===== config.mk =====
export PLATFORM = sky130hd
export DESIGN_NAME = ifetch_unit
export DESIGN_NICKNAME = d
export VERILOG_FILES = /design/src/rtl/ifetch_pkg.sv /design/src/rtl/ifetch_target.sv /design/src/rtl/ifetch_unit.sv
export SDC_FILE = /design/constraint.sdc
export NUM_CORES = 1
export LEC_CHECK = 0
export ABC_AREA = 1
export CAP_MARGIN = 25
export CORE_MARGIN = 4
export CORE_UTILIZATION = 54
export DETAILED_ROUTE_END_ITERATION = 7
export GPL_ROUTABILITY_DRIVEN = 0
export PLACE_DENSITY = 0.92
export SYNTH_ARGS = -nofsm -noshare
export SYNTH_HDL_FRONTEND = slang
export SYNTH_SLANG_ARGS = --single-unit

===== constraint.sdc =====
create_clock -name clk -period 8.5 [get_ports clk]
set_clock_uncertainty 0.2 [all_clocks]
set_input_delay 1.7 -clock clk [delete_from_list [all_inputs] [get_ports clk]]
set_output_delay 1.7 -clock clk [all_outputs]
set_load 0.005 [all_outputs]

===== src/rtl/ifetch_pkg.sv =====
// Shared fetch-stage definitions: redirect source encodings, fetch FSM states
// and the default reset PC.
package ifetch_pkg;

    localparam logic [1:0] PC_SEQ = 2'b00;
    localparam logic [1:0] PC_BR  = 2'b01;
    localparam logic [1:0] PC_REG = 2'b10;

    localparam logic [31:0] RESET_PC_DEF = 32'h0000_0000;

    typedef enum logic [1:0] {
        REQ  = 2'b00,
        WAIT = 2'b01,
        FULL = 2'b10
    } fetch_state_e;

endpackage


===== src/rtl/ifetch_target.sv =====
// Redirect target computation (branch or register source) with word alignment
// and a misalignment indication; purely combinational.
module ifetch_target
    import ifetch_pkg::*;
#(
    parameter int ADDR_W = 32
) (
    input  logic [1:0]        pc_s_i,
    input  logic [ADDR_W-1:0] pc_ir_i,
    input  logic [23:0]       imm24_i,
    input  logic [ADDR_W-1:0] reg_target_i,
    output logic [ADDR_W-1:0] target_o,
    output logic              misalign_o
);

    logic signed [ADDR_W-1:0] br_off;
    logic        [ADDR_W-1:0] raw_target;

    // Word offset: sign-extended imm24 scaled by 4 (assumes ADDR_W > 26).
    assign br_off = ADDR_W'($signed({imm24_i, 2'b00}));

    always_comb begin
        raw_target = pc_ir_i;
        case (pc_s_i)
            PC_BR:   raw_target = pc_ir_i + ADDR_W'(4) + br_off;
            PC_REG:  raw_target = reg_target_i;
            default: raw_target = pc_ir_i;
        endcase
    end

    assign misalign_o = (raw_target[1:0] != 2'b00);
    assign target_o   = {raw_target[ADDR_W-1:2], 2'b00};

endmodule


===== src/rtl/ifetch_unit.sv =====
// Instruction-fetch stage: fetch PC, single-outstanding imem handshake, one-entry
// prefetch buffer and instruction register. Optional macro: IFETCH_ALIGN_CHK_EN.
module ifetch_unit
    import ifetch_pkg::*;
#(
    parameter int                ADDR_W   = 32,
    parameter logic [ADDR_W-1:0] RESET_PC = ADDR_W'(RESET_PC_DEF)
) (
    input  logic              clk,
    input  logic              rst,
    input  logic              write_pc,
    input  logic              write_ir,
    input  logic [1:0]        pc_s,
    input  logic [23:0]       imm24,
    input  logic [ADDR_W-1:0] reg_target,
    output logic              imem_req,
    output logic [ADDR_W-1:0] imem_addr,
    input  logic              imem_ready,
    input  logic              imem_rvalid,
    input  logic [31:0]       imem_rdata,
    output logic [31:0]       I,
    output logic [31:0]       IR_buf,
    output logic              W_IR_valid,
    output logic [ADDR_W-1:0] pc_ir,
    output logic              misalign_err
);

    fetch_state_e      state_q, state_d;
    logic [ADDR_W-1:0] fetch_pc_q, fetch_pc_d;
    logic [ADDR_W-1:0] inflight_pc_q, inflight_pc_d;
    logic [ADDR_W-1:0] buf_pc_q, buf_pc_d;
    logic [ADDR_W-1:0] pc_ir_q, pc_ir_d;
    logic [ADDR_W-1:0] pend_pc_q, pend_pc_d;
    logic [31:0]       i_q, i_d;
    logic [31:0]       ir_buf_q, ir_buf_d;
    logic              valid_q, valid_d;
    logic              drop_q, drop_d;
    logic              pend_q, pend_d;

    logic [ADDR_W-1:0] tgt;
    logic              tgt_misalign;
    logic              redirect;

    ifetch_target #(.ADDR_W(ADDR_W)) u_target (
        .pc_s_i       (pc_s),
        .pc_ir_i      (pc_ir_q),
        .imm24_i      (imm24),
        .reg_target_i (reg_target),
        .target_o     (tgt),
        .misalign_o   (tgt_misalign)
    );

    assign redirect  = write_pc && ((pc_s == PC_BR) || (pc_s == PC_REG));
    assign imem_req  = (state_q == REQ) && !rst;
    assign imem_addr = {fetch_pc_q[ADDR_W-1:2], 2'b00};

    always_comb begin
        state_d       = state_q;
        fetch_pc_d    = fetch_pc_q;
        inflight_pc_d = inflight_pc_q;
        buf_pc_d      = buf_pc_q;
        pc_ir_d       = pc_ir_q;
        pend_pc_d     = pend_pc_q;
        i_d           = i_q;
        ir_buf_d      = ir_buf_q;
        valid_d       = valid_q;
        drop_d        = drop_q;
        pend_d        = pend_q;

        case (state_q)
            REQ: begin
                if (imem_ready) begin
                    inflight_pc_d = imem_addr;
                    fetch_pc_d    = pend_q ? pend_pc_q : fetch_pc_q + ADDR_W'(4);
                    pend_d        = 1'b0;
                    state_d       = WAIT;
                end
                // A presented request cannot be withdrawn: complete it, drop its
                // data, and park the target until the handshake finishes.
                if (redirect) begin
                    drop_d = 1'b1;
                    if (imem_ready) begin
                        fetch_pc_d = tgt;
                    end else begin
                        pend_d    = 1'b1;
                        pend_pc_d = tgt;
                    end
                end
            end
            WAIT: begin
                if (imem_rvalid) begin
                    state_d = REQ;
                    drop_d  = 1'b0;
                    if (!drop_q && !redirect) begin
                        ir_buf_d = imem_rdata;
                        buf_pc_d = inflight_pc_q;
                        valid_d  = 1'b1;
                        state_d  = FULL;
                    end
                end
                if (redirect) begin
                    fetch_pc_d = tgt;
                    if (!imem_rvalid) drop_d = 1'b1;
                end
            end
            FULL: begin
                if (redirect) begin
                    valid_d    = 1'b0;
                    fetch_pc_d = tgt;
                    state_d    = REQ;
                end else if (write_ir && valid_q) begin
                    i_d     = ir_buf_q;
                    pc_ir_d = buf_pc_q;
                    valid_d = 1'b0;
                    state_d = REQ;
                end
            end
            default: state_d = REQ;
        endcase
    end

    always_ff @(posedge clk or posedge rst) begin
        if (rst) begin
            state_q       <= REQ;
            fetch_pc_q    <= RESET_PC;
            inflight_pc_q <= RESET_PC;
            buf_pc_q      <= RESET_PC;
            pc_ir_q       <= RESET_PC;
            pend_pc_q     <= RESET_PC;
            i_q           <= '0;
            ir_buf_q      <= '0;
            valid_q       <= 1'b0;
            drop_q        <= 1'b0;
            pend_q        <= 1'b0;
        end else begin
            state_q       <= state_d;
            fetch_pc_q    <= fetch_pc_d;
            inflight_pc_q <= inflight_pc_d;
            buf_pc_q      <= buf_pc_d;
            pc_ir_q       <= pc_ir_d;
            pend_pc_q     <= pend_pc_d;
            i_q           <= i_d;
            ir_buf_q      <= ir_buf_d;
            valid_q       <= valid_d;
            drop_q        <= drop_d;
            pend_q        <= pend_d;
        end
    end

`ifdef IFETCH_ALIGN_CHK_EN
    logic misalign_q;

    always_ff @(posedge clk or posedge rst) begin
        if (rst) begin
            misalign_q <= 1'b0;
        end else if (redirect && tgt_misalign) begin
            misalign_q <= 1'b1;
        end
    end

    assign misalign_err = misalign_q;
`else
    logic unused_misalign;
    assign unused_misalign = tgt_misalign;
    assign misalign_err    = 1'b0;
`endif

    assign I          = i_q;
    assign IR_buf     = ir_buf_q;
    assign W_IR_valid = valid_q;
    assign pc_ir      = pc_ir_q;

    // Response data may only arrive while a request is outstanding.
    assert property (@(posedge clk) disable iff (rst) imem_rvalid |-> (state_q == WAIT));

endmodule


==> out/qor.csv <==
stage;metric;value;unit
drt;residual DRC count;0;
drt;final WL;41.0;mm
drt;post-route ant nets;0;
grt;grt total ovfl;0;
critical_path;Setup crit start kind;primary input;
min_path;worst min-delay path class;register to register;
critical_path;worst setup path category;primary input to register;
critical_path;CP bufs+invs;5;
synthesis;Yosys warning count;0;
timing;shortest period the worst path allows;4840;ps
grt;GRT Total Usage;30.0;%
cells_and_area;layout cells sized above 1;5.69;%
critical_path;Max FO, Critical Path;36;
clocking;Max Root-Sink Buffers;3;
synthesis;Yosys reg bits;219;
placement;Placed Area;15300;sq um
status;outcome;completed;
timing;Slew @ Worst Pin;1000;ps
critical_path;critical-path cell list;clkdlybuf4s50_1, inv_1, ha_1, inv_2, nand2_2, inv_2, nand2_1, nor2_4, inv_2, nand2_1, o21ai_0;
critical_path;Setup crit end kind;register;
critical_path;crit-path leading delay family;buffers and inverters;
placement;Place WS;3240;ps
synthesis;sequential area share after synthesis;42.2;%
cells_and_area;synth-to-layout area growth;23.7;%
power;Reg power frac;33.5;%
placement;port bufs;219;
clocking;# H-tree levels;1;
synthesis;post-synthesis cell type count;49;
timing;worst setup margin;3660;ps
power;Int Power;3.34;mW
power;VDD IR max;0.202;mV
grt;vias in the first global route;12800;
floorplanning;row count;56;
timing;hold_ws;283;ps
cells_and_area;nets@finish;2115;
drt;total iterations of the first detailed-routing run;7;
floorplanning;Die Ht;163;um
cells_and_area;highest-count cells in the layout ignoring fill and taps;nand2_1 (443), dfrtp_1 (219), clkdlybuf4s50_1 (219);
cells_and_area;most common cell after layout, fill and taps aside;nand2_1;
critical_path;crit-path max cell delay;720;ps
timing;Final period util;56.9;%
critical_path;arrival time at the worst endpoint;5010;ps
timing;unrepaired setup endpoints after global routing;false;
grt;largest net degree at the start of global routing;146;
power;sw frac;44.4;%
critical_path;most frequent CP cell;inv_2;
power;switching power;2.67;mW
timing;Slew Viols, Final;0;
power;leakage power;8.03;nW
timing;total negative setup slack;0;ps
synthesis;ys async rst share;100;%
power;clock share of power;15.8;%
floorplanning;effective utilization at floorplan;55.1;%
cells_and_area;final cell count without fillers;2289;
power;Total Power;6.01;mW
drt;via count of the routed design;13200;
clocking;Hold-fix buffers, CTS;0;
clocking;TritonCTS clock tree;built;
floorplanning;core area;23500;sq um
drt;vias per cell;5.77;
synthesis;synthesized area per cell;7.32;sq um
cells_and_area;fill count;1850;
floorplanning;I/O pin count;227;
power;PD cells;374;nW/um^2
drt;wire length per cell;17.9;um
timing;final hold violation count;0;
clocking;setup bufs post-CTS;0;
timing;final setup fails;0;
synthesis;Most used DFF post-synth;dfrtp_1;
timing;Max Freq;207;MHz
synthesis;mapped cell area;13000;sq um
critical_path;Critical-path top delay cell;nor2_4;
clocking;CTS Root Cell;clkbuf_16;
cells_and_area;final design utilization;68.2;%
clocking;CTS Buf Count;22;
clocking;CTS clk-pin slew, worst paths;60;ps
grt;initial antenna violation count;2;
floorplanning;Die ar.;26600;sq um
synthesis;cell count after synthesis;1774;
power;combinational group share of total power;50.7;%
clocking;Sink Count;219;
cells_and_area;ANT cells;0;
critical_path;WP data required;8670;ps
cells_and_area;cell area after layout;16100;sq um
drt;1st-iter DRT viols;1416;
floorplanning;die width;163;um
timing;Slew HR;33.1;%
flow_run;Max Cap Viol;0;
clocking;post-cts resize count;0;
placement;Placed Instances;2248;
grt;first-pass GRT wire length;64.3;mm
placement;HPWL Detailed;29.1;mm
clocking;latest clock arrival within the worst-skew pair;520;ps
synthesis;Post-synth EDFFs;0;
-- synthesized netlist by cell type (2+ instances only) --
cell type,instances,area [sq um]
nand3_1,120,601
nor2_2,6,37.5
nor3_4,2,32.5
buf_2,34,170
inv_2,9,33.8
o22ai_1,3,18.8
xor2_1,8,70.1
o211ai_1,2,15.0
nand3_2,5,50.1
a21oi_1,175,876
nor3_2,3,30.0
ha_1,63,788
o21ai_0,164,821
a21oi_2,2,17.5
dfrtp_1,219,5480
o21a_1,3,22.5
clkbuf_1,31,116
nand3b_1,4,30.0
buf_4,7,52.6
o21ai_1,5,25.0
o21ai_2,4,35.0
nand2_2,6,37.5
nor3_1,12,60.1
nor2_1,168,631
or2_2,22,138
inv_1,206,773
mux2_1,2,22.5
a22oi_1,8,60.1
a31oi_1,5,31.3
o2111ai_1,2,17.5
nand4_1,12,75.1
buf_1,2,7.51
nand2_1,444,1670
-- layer usage --
layer  GRT usage, %  wire (um)
met5              0         14
met4           12.0       1760
met3           9.54       5480
met2           48.5      18600
met1           37.6      15100
-- flip-flops by register name, indices dropped and copies added (netlist names) --
name / count
I: 32
pend_q: 1
inflight_pc_q: 30
IR_buf: 32
W_IR_valid: 1
buf_pc_q: 30
state_q: 2
pend_pc_q: 30
pc_ir: 30
drop_q: 1
fetch_pc_q: 30
-- power by group through the flow --
stage | Combinational (mW) | Clock, mW | Sequential (mW)
floorplan | 1.83 | 0 | 1.86
global placement | 2.85 | 0 | 1.98
detailed placement | 2.96 | 0 | 1.99
CTS | 2.99 | 0.960 | 1.99
global route | 3.38 | 1.00 | 2.06
finish | 3.05 | 0.950 | 2.02
-- worst reg2reg max path, delay by kind of cell, from the launching register on --
| family | cells | cell delay (ps) |
|---|---|---|
| flops | 1 | 370 |
| fa+ha+maj | 1 | 470 |
| simple gates | 2 | 860 |
| buf+inv | 3 | 1280 |
| compound gates | 3 | 490 |
-- kinds of logic (layout without fill, tap and decap cells) --
| group | Yosys count | in the layout | synth area share, % |
|---|---|---|---|
| AOI/OAI and AO/OA | 380 | 380 | 15.4 |
| xor gates and xnor gates | 8 | 8 | 0.540 |
| adders and majority gates | 64 | 64 | 6.23 |
| buffers and inverters | 292 | 484 | 9.04 |
| DFF | 219 | 219 | 42.2 |
| muxes | 2 | 2 | 0.173 |
| other | 1 | 5 | 0.0289 |
| and+or+nand+nor | 808 | 808 | 26.4 |
-- worst paths after layout --
check	from	to	slack, ps	cells after the start
setup / recovery	pc_s[0]	pend_pc_q[19]	3660	11
hold / removal	I[26]	I[26]	280	2
setup reg to reg	state_q[0]	fetch_pc_q[11]	4760	9
hold reg to reg	I[26]	I[26]	280	2
max in group asynchronous	rst	pend_pc_q[30]	5340	3
min in group asynchronous	rst	I[20]	1460	2
-- cell type report --
cell class | count | area [sq um] | share of cell area, %
Multi-Input combinational cell | 1267 | 6360 | 39.6
Tap cell | 319 | 399 | 2.49
Clock buffer | 30 | 641 | 3.99
Sequential cell | 219 | 5480 | 34.1
Clock inverter | 9 | 63.8 | 0.398
Timing Repair Buffer | 229 | 2290 | 14.3
Inverter | 216 | 818 | 5.10
Note: power is estimated with default switching activity, not from simulation.
